===== src/rtl/mix_columns_pipe_pkg.sv =====
// mix_columns_pipe_pkg: GF(2^8) constant, FSM states and field helpers shared by the MixColumns pipe
package mix_columns_pipe_pkg;
  localparam logic [7:0] GF_POLY = 8'h1B;
  typedef enum logic [1:0] {IDLE, BUSY, DONE} fsm_t;
  function automatic logic [7:0] xtime(input logic [7:0] x);
    return {x[6:0], 1'b0} ^ (x[7] ? GF_POLY : 8'h00);
  endfunction
  // Multiply by a 4-bit constant as a sum of repeated doublings.
  function automatic logic [7:0] gmul(input logic [7:0] a, input logic [3:0] k);
    logic [7:0] p;
    logic [7:0] x;
    p = '0;
    x = a;
    for (int b = 0; b < 4; b++) begin
      p ^= k[b] ? x : 8'h00;
      x = xtime(x);
    end
    return p;
  endfunction
endpackage


===== src/rtl/mix_columns_pipe_if.sv =====
// mix_columns_pipe_if: valid/ready handshake bundle carrying the AES state, round key and rcon
// master drives in_valid/state_in/key_in/rcon_in/inv_in/bypass_in/out_ready;
// slave drives in_ready/out_valid/state_out/key_out/rcon_out.
interface mix_columns_pipe_if;
  logic         in_valid;
  logic         in_ready;
  logic [127:0] state_in;
  logic [127:0] key_in;
  logic [7:0]   rcon_in;
  logic         inv_in;
  logic         bypass_in;
  logic         out_valid;
  logic         out_ready;
  logic [127:0] state_out;
  logic [127:0] key_out;
  logic [7:0]   rcon_out;
  modport master (
    output in_valid, state_in, key_in, rcon_in, inv_in, bypass_in, out_ready,
    input  in_ready, out_valid, state_out, key_out, rcon_out
  );
  modport slave (
    input  in_valid, state_in, key_in, rcon_in, inv_in, bypass_in, out_ready,
    output in_ready, out_valid, state_out, key_out, rcon_out
  );
endinterface


===== src/rtl/mix_column_unit.sv =====
// mix_column_unit: one 32-bit AES column through MixColumns or InvMixColumns, purely combinational
// i_col: column, byte 0 in [31:24]; i_inv: 1 selects the inverse matrix; o_col: mixed column.
module mix_column_unit import mix_columns_pipe_pkg::*; #(
  parameter bit INV_EN = 1
) (
  input  logic [31:0] i_col,
  input  logic        i_inv,
  output logic [31:0] o_col
);
  // First matrix row as nibbles; row r is this row rotated right by r.
  localparam logic [15:0] FWD = 16'h2311;
  localparam logic [15:0] INV = 16'hEBD9;
  logic w_inv;
  assign w_inv = INV_EN && i_inv;
  always_comb begin
    o_col = '0;
    for (int r = 0; r < 4; r++)
      for (int j = 0; j < 4; j++)
        o_col[31-8*r -: 8] ^= gmul(i_col[31-8*j -: 8],
          w_inv ? INV[15-4*((j-r+4)%4) -: 4] : FWD[15-4*((j-r+4)%4) -: 4]);
  end
endmodule


===== src/rtl/mix_columns_pipe.sv =====
// mix_columns_pipe: captures one AES block and mixes COLS_PER_CYCLE columns per cycle in place
// clk, rst_n (async, active-low); bus: slave side of mix_columns_pipe_if.
module mix_columns_pipe import mix_columns_pipe_pkg::*; #(
  parameter int COLS_PER_CYCLE = 1,
  parameter bit INV_EN = 1
) (
  input logic            clk,
  input logic            rst_n,
  mix_columns_pipe_if.slave bus
);
  localparam int C = COLS_PER_CYCLE;
  localparam logic [1:0] LAST = 2'(4 / C - 1);
  fsm_t         r_fsm, w_fsm_nxt;
  logic [1:0]   r_cnt;
  logic [127:0] r_data, r_key, w_data_nxt;
  logic [7:0]   r_rcon;
  logic         r_inv, r_bypass, r_in_ready, w_take;
  logic [1:0]   w_idx [C];
  logic [31:0]  w_col [C];
  logic [31:0]  w_mix [C];
  assign w_take = bus.in_valid && r_in_ready;
  assign w_fsm_nxt = r_fsm == IDLE ? (w_take ? BUSY : IDLE) :
                     r_fsm == BUSY ? (r_cnt == LAST ? DONE : BUSY) :
                     (bus.out_ready ? IDLE : DONE);
  // Column c lives at bits [32*(3-c) +: 32]; ~idx is 3-c for a 2-bit index.
  for (genvar j = 0; j < C; j++) begin : g_col
    assign w_idx[j] = 2'(r_cnt * C + j);
    assign w_col[j] = r_data[{~w_idx[j], 5'd0} +: 32];
    mix_column_unit #(.INV_EN(INV_EN)) u_mix (
      .i_col(w_col[j]),
      .i_inv(r_inv),
      .o_col(w_mix[j])
    );
  end
  always_comb begin
    w_data_nxt = r_data;
    for (int j = 0; j < C; j++)
      w_data_nxt[{~w_idx[j], 5'd0} +: 32] = r_bypass ? w_col[j] : w_mix[j];
  end
  // in_ready is registered so it stays low through reset and rises one edge after release.
  always_ff @(posedge clk or negedge rst_n) begin
    if (!rst_n) begin
      r_fsm      <= IDLE;
      r_cnt      <= '0;
      r_data     <= '0;
      r_key      <= '0;
      r_rcon     <= '0;
      r_inv      <= 1'b0;
      r_bypass   <= 1'b0;
      r_in_ready <= 1'b0;
    end else begin
      r_fsm      <= w_fsm_nxt;
      r_in_ready <= w_fsm_nxt == IDLE;
      if (w_take) begin
        r_data   <= bus.state_in;
        r_key    <= bus.key_in;
        r_rcon   <= xtime(bus.rcon_in);
        r_inv    <= INV_EN && bus.inv_in;
        r_bypass <= bus.bypass_in;
        r_cnt    <= '0;
      end else if (r_fsm == BUSY) begin
        r_data <= w_data_nxt;
        r_cnt  <= r_cnt + 2'd1;
      end
    end
  end
  assign bus.in_ready  = r_in_ready;
  assign bus.out_valid = r_fsm == DONE;
  assign bus.state_out = r_data;
  assign bus.key_out   = r_key;
  assign bus.rcon_out  = r_rcon;
endmodule


===== src/flat_wrapper.sv =====
// flat-port wrapper written by rule: the top's interface ports become plain ports
module mix_columns_pipe_flat import mix_columns_pipe_pkg::*;
#(
  parameter int COLS_PER_CYCLE = 1,
  parameter bit INV_EN = 1
)
  (clk, rst_n, bus_in_valid, bus_state_in, bus_key_in, bus_rcon_in, bus_inv_in, bus_bypass_in, bus_out_ready, bus_in_ready, bus_out_valid, bus_state_out, bus_key_out, bus_rcon_out);
  mix_columns_pipe_if bus_i ();
  input logic clk;
  input logic rst_n;
  input wire logic [$bits(bus_i.in_valid)-1:0] bus_in_valid;
  input wire logic [$bits(bus_i.state_in)-1:0] bus_state_in;
  input wire logic [$bits(bus_i.key_in)-1:0] bus_key_in;
  input wire logic [$bits(bus_i.rcon_in)-1:0] bus_rcon_in;
  input wire logic [$bits(bus_i.inv_in)-1:0] bus_inv_in;
  input wire logic [$bits(bus_i.bypass_in)-1:0] bus_bypass_in;
  input wire logic [$bits(bus_i.out_ready)-1:0] bus_out_ready;
  output wire logic [$bits(bus_i.in_ready)-1:0] bus_in_ready;
  output wire logic [$bits(bus_i.out_valid)-1:0] bus_out_valid;
  output wire logic [$bits(bus_i.state_out)-1:0] bus_state_out;
  output wire logic [$bits(bus_i.key_out)-1:0] bus_key_out;
  output wire logic [$bits(bus_i.rcon_out)-1:0] bus_rcon_out;
  assign bus_i.in_valid = bus_in_valid;
  assign bus_i.state_in = bus_state_in;
  assign bus_i.key_in = bus_key_in;
  assign bus_i.rcon_in = bus_rcon_in;
  assign bus_i.inv_in = bus_inv_in;
  assign bus_i.bypass_in = bus_bypass_in;
  assign bus_i.out_ready = bus_out_ready;
  assign bus_in_ready = bus_i.in_ready;
  assign bus_out_valid = bus_i.out_valid;
  assign bus_state_out = bus_i.state_out;
  assign bus_key_out = bus_i.key_out;
  assign bus_rcon_out = bus_i.rcon_out;
  mix_columns_pipe #(.COLS_PER_CYCLE(COLS_PER_CYCLE), .INV_EN(INV_EN)) u_core (.clk(clk), .rst_n(rst_n), .bus(bus_i));
endmodule

===== config.mk =====
export PLATFORM = sky130hd
export DESIGN_NAME = mix_columns_pipe_flat
export DESIGN_NICKNAME = d
export VERILOG_FILES = /design/src/rtl/mix_columns_pipe_pkg.sv /design/src/rtl/mix_columns_pipe_if.sv /design/src/rtl/mix_column_unit.sv /design/src/rtl/mix_columns_pipe.sv /design/src/flat_wrapper.sv
export SDC_FILE = /design/constraint.sdc
export NUM_CORES = 1
export LEC_CHECK = 0
export CAP_MARGIN = 25
export CORE_AREA = 2 2 206 208
export CTS_CLUSTER_DIAMETER = 80
export DETAILED_ROUTE_END_ITERATION = 10
export DIE_AREA = 0 0 208 210
export PLACE_DENSITY = 0.68
export SKIP_LAST_GASP = 1
export SLEW_MARGIN = 20
export SYNTH_ARGS = -nofsm -noshare
export SYNTH_HDL_FRONTEND = slang
export SYNTH_HIERARCHICAL = 1
export SYNTH_SLANG_ARGS = --single-unit

===== constraint.sdc =====
create_clock -name clk -period 9.3 [get_ports clk]
set_input_delay 1.395 -clock clk [delete_from_list [all_inputs] [get_ports clk]]
set_output_delay 1.395 -clock clk [all_outputs]
set_load 0.05 [all_outputs]

==> results.txt, run 1 <==
* Distinct cell type count of the synthesized netlist: 38
- No sink is reached through more buffers than the 3 on the longest clock path.
- Maximum clock frequency: 234 MHz
* 1st-iter DRT viols: 874
- The first global-routing pass estimated 89.5 mm of wire.
* Part of the Yosys area used for sequential elements: 0.443
* Master of the slowest instance on the critical path: sky130_fd_sc_hd__mux4_2
* Count of pins over their slew limit: 0
* Number of antenna-violating nets in the routed design: 0
- Biggest cell delay along the critical path: 0.81 ns
- The critical path is of the flop to flop type.
- CTS placed an instance of sky130_fd_sc_hd__clkbuf_16 at the clock tree root.
- The Yosys step of the flow raised 6 warnings.
* Buf+Inv Stages, Crit Path: 1
- Total number of clock tree sinks: 271
- Mapped Nets: 1826
* Critical Path AT: 4.71 ns
* Top-Level Pins: 536
- For this design, the CTS-stage hold fixing added 0 buffers.
- The number of hold-slack violations in the final timing report is 0.
* Portion of the clock cycle consumed by the worst path in the final layout: 0.459
- Before CTS, the worst setup slack after placement is 5.00 ns.
- Family with the most delay on the worst path: XOR/XNOR gates
- TritonCTS clock tree: yes
- In the routed design, unresolved DRC markers number 0.
* Largest fanout on the critical path: 29
* Setup tns final: 0 ns
- Dividing the detail-routed via count by the number of cells gives 5.23.
* WL final: 58.9 mm
* Clock period minus worst slack: 4.27 ns
* Critical path endpoint category: flop
* Proportion of layout cells with a drive suffix above 1: 0.0847
- Number of detailed-routing iterations run before antenna repair: 5
- Initial Util: 0.369
* Worst clock skew: 0.0121 ns
- The min-delay analysis places its worst path in the category flop to flop.
* Layout filler cell count: 3708
* Buffers inserted during post-CTS setup optimization: 0
- For this run, the total global-route usage over all layers was measured as 0.265.
- Cts repair resizes: 0
- The share of synthesized area in the top cell type comes to 0.443.
- Via count of the first global-routing pass: 14400
* Die boundary width: 208 um
* Register bit count reported by yosys: 271
- Final GP Congestion: 0.903
- TritonCTS buffer count: 31
- The net count of the finished layout is 2294.
- Commonest cells after routing, fill and taps aside: sky130_fd_sc_hd__nand2_1, sky130_fd_sc_hd__clkdlybuf4s50_1, sky130_fd_sc_hd__dfrtp_1, sky130_fd_sc_hd__xnor2_1, sky130_fd_sc_hd__nand3_1
- Setup violations remaining at the end of the flow were counted as 0.
- After layout, the worst setup slack is 5.03 ns.
- Detailed placement finished with a half-perimeter wire length of 42.5 mm.
- Number of core rows: 75
- Tightest Pin Transition: 1.02 ns
- Number of buffers inserted by port buffering: 535
- The mapped netlist covers 15300 um^2.
- Data required, critical path: 9.73 ns
- The signal on the critical path passes through buf_4 -> mux4_2 -> xnor2_1 -> xnor3_1 -> mux2i_1 -> xnor2_1 -> xnor3_1 -> mux2i_4 -> o211ai_1.
- Synthesis produced a netlist whose cell count is 1552.
- Minimum setup slack among reg-to-reg paths: 5.03 ns
* Element type at the critical path start: flop
- The die covers 43700 um^2.
- CTS built an H-tree with a depth of 1.
- The number of antenna violations at the first check in global routing came to 1.
* Synthesized area per cell: 9.87 um^2
* Pin count of the biggest net entering global routing: 199
- The run finished with clean final reports.
* Layout overhead on the synthesized area: 44.1%
- The total area inside the core boundary comes to 41500 um^2.
* Sum of overflow across all layers after global routing: 0
* Unrepaired setup endpoints after global routing: no
- The sequential cells in the finished layout cover a total of 6790 um^2.
- Summing all multi-input logic gate instances after layout gives 7950 um^2.
* Worst rel slew slack: 0.323
* Vertical die dimension: 210 um
- Synth area leaders: sky130_fd_sc_hd__dfrtp_1, sky130_fd_sc_hd__nand2_1, sky130_fd_sc_hd__xnor2_1
- Wire length per cell after detailed routing: 22.8 um
* Commonest non-fill, non-tap cell in the layout: sky130_fd_sc_hd__nand2_1
- Via count: 13500
- Number of max-cap violations: 0
* Clock-pin transition on the worst setup and hold timing paths: 0.06 ns
- Most area-hungry cell type in the Yosys netlist: sky130_fd_sc_hd__dfrtp_1
* Latest clock arrival within the worst-skew pair: 0.57 ns
-- synth_stat cells, drive strengths merged --
cell,number
nand2,573
dfrtp,271
xnor2,152
nand3,131
o211ai,128
clkbuf,79
xor2,41
buf,40
mux2i,36
mux4,32
xnor3,22
nor2,14
nand3b,5
o21ai,5
xor3,5
ha,4
inv,4
nand2b,2
a21oi,1
and2,1
and4b,1
nor2b,1
nor4b,1
nor4bb,1
or2,1
or4,1
-- layer usage --
metal  GRT usage  part of all wire
met5           0                 0
met4       0.100             0.037
met3      0.0554             0.073
met2       0.463              0.51
met1       0.320              0.38
-- area by class of cell --
class | instances | area share
inverters | 4 | 0.000680
flip-flops and latches | 271 | 0.308
multi-input cells | 1158 | 0.360
clock inverters | 14 | 0.00709
well taps | 539 | 0.0306
diodes | 1 | 0.000113
clock buffers | 41 | 0.0396
repair buffers | 554 | 0.254
-- flip-flops by register name, indices dropped and copies added (netlist names) --
| signal | cells |
|---|---|
| u_core/r_fsm | 2 |
| u_core/bus.rcon_out | 8 |
| u_core/r_inv | 1 |
| u_core/r_bypass | 1 |
| u_core/bus.in_ready | 1 |
| u_core/bus.key_out | 128 |
| u_core/bus.state_out | 128 |
| u_core/r_cnt | 2 |
-- metrics by stage --
| step | utilization | cells | hold WS [ns] | area, um^2 |
|---|---|---|---|---|
| 2_1_floorplan | - | 1552 | 0.484 | 15300 |
| 3_5_place_dp | 0.506 | 2524 | 0.461 | 21000 |
| 3_3_place_gp | 0.504 | 2521 | 0.456 | 20900 |
| 4_1_cts | 0.531 | 2579 | 0.477 | 22000 |
| 6_report | 0.532 | 2582 | 0.472 | 22100 |
| 5_1_grt | 0.532 | 2582 | 0.490 | 22100 |
-- kinds of logic (layout without fill, tap and decap cells) --
group / Yosys count / count (layout) / synth area share
xor gates and xnor gates: 220 / 220 / 0.154
DFF: 271 / 271 / 0.443
AOI/OAI and AO/OA: 134 / 134 / 0.0745
muxes: 68 / 68 / 0.0923
other: 0 / 1 / 0
buffers and inverters: 123 / 613 / 0.0397
and+or+nand+nor: 732 / 732 / 0.194
adders and majority gates: 4 / 4 / 0.00327
-- path summary, 6_finish.rpt --
kind,start,endpoint,cells past startpoint
setup / recovery,u_core/r_cnt[0],u_core/bus.state_out[53],9
min in group asynchronous,rst_n,u_core/bus.rcon_out[0],1
max in group asynchronous,rst_n,u_core/r_fsm[0],3
setup reg to reg,u_core/r_cnt[0],u_core/bus.state_out[53],9
hold / removal,u_core/bus.key_out[76],u_core/bus.key_out[76],2
hold reg to reg,u_core/bus.key_out[76],u_core/bus.key_out[76],2
-- worst register-to-register path: cells and delay by family (launching register included) --
family	cells	cell delay, ns
xor gates and xnor gates	4	1.60
muxes	3	1.25
DFF	1	0.61
buffers and inverters	1	0.54
AOI/OAI and AO/OA	1	0.13
Power of run 1 is left out: the tool's default activity adds up to more than one toggle a clock period on the data nets, which glitch-free logic cannot reach.
==> run 2, diff against run 1 <==
Settings changed: CORE_AREA 2 2 206 208 to 2 2 209 211, DIE_AREA 0 0 208 210 to 0 0 211 213, PLACE_DENSITY 0.68 to 0.66.
Clock period 9.3 ns to 4.4 ns, I/O delays scaled along.
==> results.txt, run 2 (synthesis gave the netlist of run 1 again) <==
- The all-layer global routing usage came to 0.270 (+0.00524).
- The placeable core area came to 42700 um^2 (+2.9%).
* Die footprint: 44900 um^2 (+2.9%)
- STA classifies the critical path endpoint as a flop.
* DPL Wire Length: 43.6 mm (+2.6%)
- The hold buffer count at cts was 0 (unchanged).
* Commonest cells after routing, fill and taps aside: sky130_fd_sc_hd__nand2_1, sky130_fd_sc_hd__clkdlybuf4s50_1, sky130_fd_sc_hd__dfrtp_1, sky130_fd_sc_hd__xnor2_1, sky130_fd_sc_hd__nand3_1
- Count of pins over their slew limit: 0 (unchanged)
- Critical Path AT: 4.16 ns (-0.55 ns)
- The number of nets in the layout is 2308 (+0.61%).
* Element type at the critical path start: flop
- Antenna violations before repair: 1 (unchanged)
- The count of max-cap constraint violations is 0 (unchanged).
* TritonCTS clock tree: yes
* Commonest non-fill, non-tap cell in the layout: sky130_fd_sc_hd__nand2_1
- The normalized max-slew margin is 0.358 (+0.0349).
* Number of core rows: 76 (+1.3%)
- The number of nets still failing antenna checks after routing was 0 (unchanged).
* Level count of the clock H-tree: 2 (+1)
- The clock-pin transition on the worst setup and hold timing paths was 0.06 ns (about the same).
- The maximum clock frequency was 266 MHz (+14%).
- Clock period minus worst slack: 3.76 ns (-0.510 ns)
* Final GP Congestion: 0.922 (+2.0%)
- For this design, the slowest cell found on the critical path is sky130_fd_sc_hd__mux4_2.
* Most repeated library cell on the critical path: sky130_fd_sc_hd__xnor3_1
- DRC violations left: 0 (unchanged)
- Data required, critical path: 4.80 ns (-4.93 ns)
* Via count of the first global-routing pass: 14800 (+2.3%)
* Final Hold Vio Count: 0 (unchanged)
- The first-pass GRT wire length was 91.4 mm (+2.2%).
* Total number of clock tree sinks: 271 (unchanged)
- The routed wire length per instance came to 23.3 um (+2.0%).
- The critical path goes through buf_12 -> mux4_2 -> xnor2_4 -> xnor3_1 -> mux2i_1 -> xnor2_1 -> xnor3_1 -> mux2i_4 -> o211ai_1.
- The share of final-layout standard cells stronger than drive strength 1 was 0.0904 (+0.00566).
* Initial Util: 0.359 (-0.0105)
- The floorplan die height came to 213 um (+1.4%).
- Setup repair after global routing left no endpoint under its margin.
- Layout overhead on the synthesized area: 45.5%
* Clock buffer depth: 3 (unchanged)
- The clock tree skew after final layout was 0.0175 ns (+0.00534 ns).
* Type of the worst setup path: flop to flop
* Minimum setup slack among reg-to-reg paths: 0.64 ns (-4.39 ns)
- Buffer type at the clock tree root: sky130_fd_sc_hd__clkbuf_16
- The clock insertion delay at the later pin of the skew report was 0.55 ns (-0.02 ns).
* WL final: 60.6 mm (+2.9%)
* TritonCTS buffer count: 35 (+13%)
- The delay of the slowest cell on the worst path came to 0.76 ns (-0.05 ns).
* Tightest Pin Transition: 0.964 ns (-0.0524 ns)
- The final sum of negative setup slack was 0 ns (unchanged).
- Number of buffers inserted by port buffering: 535 (unchanged)
- The post-CTS resize count came to 0 (unchanged).
* Buffers inserted during post-CTS setup optimization: 0 (unchanged)
- Portion of the clock cycle consumed by the worst path in the final layout: 0.855 (+0.395)
- The total congestion overflow is 0 (unchanged).
- The detailed-router iteration count before antenna repair came to 5 (unchanged).
- The number of vias after detailed routing was 13600 (+0.65%).
- Worst hold path type: input port to async pin
- Routed via count divided by cell count: 5.21 (-0.24%)
* Final Setup Violations: 0 (unchanged)
* 1st-iter DRT viols: 976 (+12%)
- Top-Level Pins: 536 (unchanged)
- Largest fanout on the critical path: 25 (-14%)
- Die boundary width: 211 um (+1.4%)
- Pin count of the biggest net entering global routing: 199 (unchanged)
* Result of the run: completed
run 2: final timing paths:
check / depth (start not counted) / endpoint / start
min: 1 / u_core/bus.key_out[7] / rst_n
min in group clk: 2 / u_core/bus.key_out[0] / u_core/bus.key_out[0]
max reg2reg: 9 / u_core/bus.state_out[117] / u_core/r_cnt[0]
max in group asynchronous: 2 / u_core/r_bypass / rst_n
min reg2reg: 2 / u_core/bus.key_out[0] / u_core/bus.key_out[0]
max: 9 / u_core/bus.state_out[117] / u_core/r_cnt[0]
run 2: through the flow:
stage / setup slack, ns / instance area, um^2 / hold WS, ns / std cells / util
6_report: 0.639 / 22300 / 0.0840 / 2605 / 0.522
5_1_grt: 0.489 / 22300 / 0.134 / 2605 / 0.522
4_1_cts: 0.638 / 22200 / 0.107 / 2603 / 0.521
3_5_place_dp: 0.644 / 21100 / 0.461 / 2542 / 0.494
3_3_place_gp: 0.752 / 21100 / 0.457 / 2542 / 0.494
2_1_floorplan: 0.987 / 15300 / 0.364 / 1552 / -
run 2: worst max-delay path: cells and delay by family (launching register included):
kind                   cells  cell delay [ns]
XOR/XNOR                   4             1.57
multiplexers               3             1.17
AO/OA/AOI/OAI              1             0.14
flip-flops                 1             0.45
buffers and inverters      1             0.23
run 2: layout make-up:
class / instances / area (um^2)
Antenna cell: 1 / 2.50
Clock buffer: 50 / 1020
Clock inverter: 11 / 141
Fill cell: 3803 / 20400
Inverter: 4 / 15.0
Multi-Input combinational cell: 1158 / 7950
Sequential cell: 271 / 6790
Tap cell: 546 / 683
Timing Repair Buffer: 564 / 5670
run 2: per-layer routing:
| metal | routed length [um] | track usage |
|---|---|---|
| met4 | 2490 | 0.122 |
| met2 | 31200 | 0.474 |
| met3 | 4420 | 0.0621 |
| met1 | 22600 | 0.314 |
| met5 | 0 | 0 |
Power of run 2 is left out for the same reason.
